--- config.mk ---
export PLATFORM = sky130hd
export DESIGN_NAME = adc_lane_serializer
export DESIGN_NICKNAME = d
export VERILOG_FILES = /design/src/rtl/adc_tx_pkg.sv /design/src/rtl/adc_tx_ramp_gen.sv /design/src/rtl/adc_lane_serializer.sv
export SDC_FILE = /design/constraint.sdc
export NUM_CORES = 1
export LEC_CHECK = 0
export ABC_AREA = 1
export BUFFER_PORTS_ARGS = -buffer_cell sky130_fd_sc_hd__buf_2
export CORE_MARGIN = 5
export CORE_UTILIZATION = 35
export DETAILED_ROUTE_END_ITERATION = 10
export PLACE_DENSITY = 0.68
export SLEW_MARGIN = 20
export SYNTH_ARGS = -nofsm -noshare
export SYNTH_HDL_FRONTEND = slang
export SYNTH_SLANG_ARGS = --single-unit
--- constraint.sdc ---
create_clock -name clk -period 1.35 [get_ports clk]
set_input_delay 0.0675 -clock clk [delete_from_list [all_inputs] [get_ports clk]]
set_output_delay 0.0675 -clock clk [all_outputs]
set_load 0.01 [all_outputs]
--- src/rtl/adc_tx_pkg.sv ---
// Shared constants and state encoding for the two-lane ADC transmit serializer.
package adc_tx_pkg;
  localparam int SLOT_W   = 3;
  localparam int SLOT_CNT = 8;
  localparam int LANE_CNT = 2;
  localparam int WORD_W   = 16;

  localparam logic [SLOT_W-1:0] SLOT_LAST = 3'(SLOT_CNT - 1);
  localparam logic [WORD_W-1:0] RAMP_STEP = 16'd4;

  typedef enum logic {
    IDLE = 1'b0,
    RUN  = 1'b1
  } state_e;
endpackage

--- src/rtl/adc_tx_ramp_gen.sv ---
// Ramp test-pattern source; only built when ADC_TX_RAMP_EN is defined.
module adc_tx_ramp_gen
  import adc_tx_pkg::*;
(
  input  logic              clk,
  input  logic              rst_n,
  input  logic              ramp_mode,
  input  logic              load_en,
  output logic [WORD_W-1:0] ramp_word
);
  logic              mode_q, mode_d;
  logic [WORD_W-1:0] cnt_q, cnt_d;
  logic              restart;

  // A rising ramp_mode restarts at 0 even if that same edge loads a word.
  always_comb begin
    restart   = ramp_mode && !mode_q;
    mode_d    = ramp_mode;
    ramp_word = restart ? '0 : cnt_q;
    cnt_d     = restart ? '0 : cnt_q;
    if (load_en) cnt_d = ramp_word + RAMP_STEP;
  end

  always_ff @(posedge clk or negedge rst_n) begin
    if (!rst_n) begin
      mode_q <= 1'b0;
      cnt_q  <= '0;
    end else begin
      mode_q <= mode_d;
      cnt_q  <= cnt_d;
    end
  end
endmodule

--- src/rtl/adc_lane_serializer.sv ---
// Two-lane ADC-format serializer: 16-bit words out MSB first over 8 slots with a frame marker.
// Optional ramp test source is enabled with the ADC_TX_RAMP_EN macro.
//
// state | meaning
// IDLE  | lanes and frame low, waiting for en at a word boundary
// RUN   | presenting slots 0..7 of the loaded word
module adc_lane_serializer
  import adc_tx_pkg::*;
#(
  parameter logic [WORD_W-1:0] IDLE_WORD = 16'h0000,
  parameter bit                PAD_LSB   = 1'b1
) (
  input  logic                clk,
  input  logic                rst_n,
  input  logic                en,
`ifdef ADC_TX_RAMP_EN
  input  logic                ramp_mode,
`endif
  input  logic [WORD_W-1:0]   s_data,
  input  logic                s_valid,
  output logic                s_ready,
  output logic [LANE_CNT-1:0] lane_dout,
  output logic                frame_out,
  output logic                underflow,
  output logic [15:0]         underflow_cnt
);
  state_e              state_q, state_d;
  logic [SLOT_W-1:0]   slot_q, slot_d;
  logic [WORD_W-1:0]   shreg_q, shreg_d;
  logic [LANE_CNT-1:0] lane_q, lane_d;
  logic                frame_q, frame_d;
  logic                underflow_q, underflow_d;
  logic [15:0]         underflow_cnt_q, underflow_cnt_d;

  logic                boundary, load, ramp_sel;
  logic [WORD_W-1:0]   load_word, ramp_word;

`ifdef ADC_TX_RAMP_EN
  assign ramp_sel = ramp_mode;
  adc_tx_ramp_gen u_ramp (
    .clk       (clk),
    .rst_n     (rst_n),
    .ramp_mode (ramp_mode),
    .load_en   (load && ramp_sel),
    .ramp_word (ramp_word)
  );
`else
  assign ramp_sel  = 1'b0;
  assign ramp_word = '0;
`endif

  always_comb begin
    boundary = (state_q == IDLE && en) || (state_q == RUN && slot_q == SLOT_LAST);
    load     = boundary && en;
    // rst_n gating keeps s_ready low while reset is held even though en may be high.
    s_ready  = rst_n && load && !ramp_sel;

    load_word = ramp_sel ? ramp_word : (s_valid ? s_data : IDLE_WORD);
    if (PAD_LSB) load_word[1:0] = 2'b00;
    underflow_d = load && !ramp_sel && !s_valid;

    state_d = state_q;
    slot_d  = slot_q;
    shreg_d = shreg_q;
    lane_d  = '0;
    frame_d = 1'b0;
    if (load) begin
      state_d = RUN;
      slot_d  = '0;
      shreg_d = {load_word[WORD_W-3:0], 2'b00};
      lane_d  = {load_word[WORD_W-2], load_word[WORD_W-1]};
      frame_d = 1'b1;
    end else if (boundary) begin
      state_d = IDLE;
      slot_d  = '0;
      shreg_d = '0;
    end else if (state_q == RUN) begin
      slot_d  = slot_q + 3'd1;
      shreg_d = {shreg_q[WORD_W-3:0], 2'b00};
      lane_d  = {shreg_q[WORD_W-2], shreg_q[WORD_W-1]};
      frame_d = !slot_d[SLOT_W-1];
    end

    underflow_cnt_d = underflow_cnt_q;
    if (underflow_d && underflow_cnt_q != 16'hFFFF) underflow_cnt_d = underflow_cnt_q + 16'd1;
  end

  always_ff @(posedge clk or negedge rst_n) begin
    if (!rst_n) begin
      state_q         <= IDLE;
      slot_q          <= '0;
      shreg_q         <= '0;
      lane_q          <= '0;
      frame_q         <= 1'b0;
      underflow_q     <= 1'b0;
      underflow_cnt_q <= '0;
    end else begin
      state_q         <= state_d;
      slot_q          <= slot_d;
      shreg_q         <= shreg_d;
      lane_q          <= lane_d;
      frame_q         <= frame_d;
      underflow_q     <= underflow_d;
      underflow_cnt_q <= underflow_cnt_d;
    end
  end

  assign lane_dout     = lane_q;
  assign frame_out     = frame_q;
  assign underflow     = underflow_q;
  assign underflow_cnt = underflow_cnt_q;
endmodule

==> results.ini <==
[cells_and_area]
drive_above_1_share = 0.401
register_area_um2 = 902
antennaDiodeCount = 0
layout.nets = 351
area_growth_pct = 46.8
num-fill-cells = 513
multi_input_area_um2 = 982

[run]
drv_cap = 0

[detailed_routing]
drt_wl_total_mm = 5.07
viasPerCell = 4.71
wl_per_cell_um = 12.7
firstDrtPassIters = 4
drtAntennaViolNets = 0
vias = 1878
drt_iter0_markers = 49
drc = 0

[yosys]
yosys-top-cells-area = dfrtp_1 47%, nand2_1 16%, inv_1 5.9%
yosys_warnings = 0
synth_cells = 245
syn_area_mm2 = 0.00191
synth_top_flop_cell = dfrtp_1
ys_types = 25
syn_nets = 268
synthTopCellsByCount = 80 x nand2_1, 36 x dfrtp_1, 30 x inv_1, 22 x o21ai_0, 17 x nor2_1
syn-mean-instance-area_um2 = 7.79
yosysSeqAreaShare = 0.472
yosysMostFrequentCell = nand2_1
synth-seq-cells = 36
synth_top_area_share = 0.472
synth-edff-count = 0
synthArstFlopShare = 1.00
synth.largest_area_cell = dfrtp_1

[pwr]
seq_power_share = 0.349
pwr-share-clk = 0.183
vdd_drop_max_mv = 0.831
p_per_area_mw_per_mm2 = 1580
switching_share = 0.382
p_leak_nw = 1.40
p_comb_frac = 0.468
power_switching_mw = 1.69
internal-power_mw = 2.74

[outcome]
run_status = finished with violations
violations = setup timing

[clocking]
cts_root_buf = clkbuf_8
tritoncts = built
numCtsBuffers = 5
cts.path.max_buffers = 2
cts.clk_slew.worst_paths_ps = 90
cts_max_level = 2
cts_sinks = 36
insertion_delay_ps = 300

[sta]
fmax_mhz = 623
slew_headroom = 0.825
tightest_slew_ps = 262
finalSetupViolCount = 33
fin_ws_ps = -254
period_share = 1.19
fin_worst_skew_ps = 8.81
finalHoldViolations = 0
min_period_ps = 1600
worst_hold_slack_ps = 5.28
rsz0062_at_grt = yes
maxSlewViolCount = 0

[global_route]
grt_antenna_before_repair = 0
grt_pass1_wl_mm = 8.49
grt.overflow.total = 0
grt_max_degree = 21
grt_pass1_vias = 1837
track_usage = 0.147

[die]
rows = 26
die_x_um = 83.8
die_height_um = 83.8
start_util = 0.367
ioPinCount = 41
die_area_mm2 = 0.00703
coreArea_mm2 = 0.00520

[hold_path]
worstHoldPathType = in2reg
holdPathStages = 3
holdCritStartpoint = s_data[3]
whs_endpoint = shreg_q[5]

[worst_setup_path]
r2r-start = slot_q[0]
crit_path_start_kind = register
worstPathArrival_ps = 1540
regToRegSetupSlack_ps = -230
crit_type = reg2out
end_kind = primary output
path_max_fanout = 2
reg2reg_to = underflow_cnt[0]
rr_worst_depth = 12
required_ps = 1280

[placement]
gp_congestion = 0.817
port_buffers = 38
place_ws_ps = -427
hpwl_mm = 3.47

## power by group through the flow
stage | clock network, mW | logic (mW) | registers [mW]
2_1_floorplan | 0 | 0.775 | 1.66
3_3_place_gp | 0 | 1.53 | 1.53
3_5_place_dp | 0 | 1.57 | 1.54
4_1_cts | 0.834 | 1.82 | 1.53
5_1_grt | 0.866 | 2.31 | 1.58
6_report | 0.810 | 2.07 | 1.55
## cell usage in the layout (no fill, tap or decap), types with 3 or more instances in the layout
cell type       n
nor2_1         14
buf_2          37
inv_1          27
clkbuf_8        5
o21ai_2        12
a21oi_1         9
buf_4          29
dfrtp_1        35
clkinvlp_4      4
o21ai_0         3
a31oi_1         9
buf_6           6
nand2_1        71
nand3_1         8
inv_4           4
nor2_4          4
nand3_2         4
o21ai_1         7
dlygate4sd3_1   3
nand2_2        10
buf_8           3
xor2_1          4
## worst max-delay path: stages, from the launching register on
cell and delay, ps:
dfrtp_1 420, ha_4 180, ha_4 160, inv_4 50
nand2_4 60, buf_8 120, and3_4 140, buf_6 110
## worst max path at each step
stage / slack, ps / endpoint / start
2_1_floorplan: -110 / underflow_cnt[10] / slot_q[0]
3_3_place_gp: -340 / underflow_cnt[15] / slot_q[0]
3_5_place_dp: -430 / underflow_cnt[2] / slot_q[0]
4_1_cts: -270 / s_ready / slot_q[0]
5_1_grt: -320 / underflow_cnt[3] / slot_q[1]
6_report: -250 / s_ready / slot_q[0]
## metrics by stage
step	TNS, ps	instance area [µm²]	total power, mW	instances	util
6_report	-4700	2800	4.43	399	0.538
4_1_cts	-5920	2660	4.19	394	0.510
3_5_place_dp	-7690	2400	3.12	379	0.461
2_1_floorplan	-1840	1910	2.44	245	-
5_1_grt	-7550	2800	4.75	399	0.538
3_3_place_gp	-5810	2400	3.06	379	0.461
## final cells by class
class,instances,area share
sequential,36,0.322
multi-input combinational,171,0.351
clock inverter,3,0.00849
inverter,32,0.0487
clock buffer,5,0.0246
tap,70,0.0313
timing repair buffer,80,0.209
timing repair inverter,2,0.00492
## logic make-up after synthesis
family / count (synthesis) / synth area share
xor+xnor: 5 / 0.0229
fa+ha+maj: 3 / 0.0197
simple gates: 121 / 0.286
flops: 36 / 0.472
compound gates: 42 / 0.119
buf+inv: 38 / 0.0800
## registers in the layout, indices dropped and copies added (netlist names)
register and count:
frame_out 1, lane_dout 2, shreg_q 12, slot_q 3
state_q 1, underflow 1, underflow_cnt 16
## metal layers
layer,global-route usage,part of all wire
met3,0.0365,0.049
met1,0.193,0.45
met2,0.239,0.49
met5,0,0
met4,0.0453,0.010
## timing repair
item	in CTS	in global routing
hold endpoints to repair	38	0
gates cloned	1	2
setup endpoints to repair	34	37
setup buffers	3	3
hold buffers	3	0
pin swaps	8	2
resized for setup	48	28
Note: power is estimated with default switching activity, not from simulation.
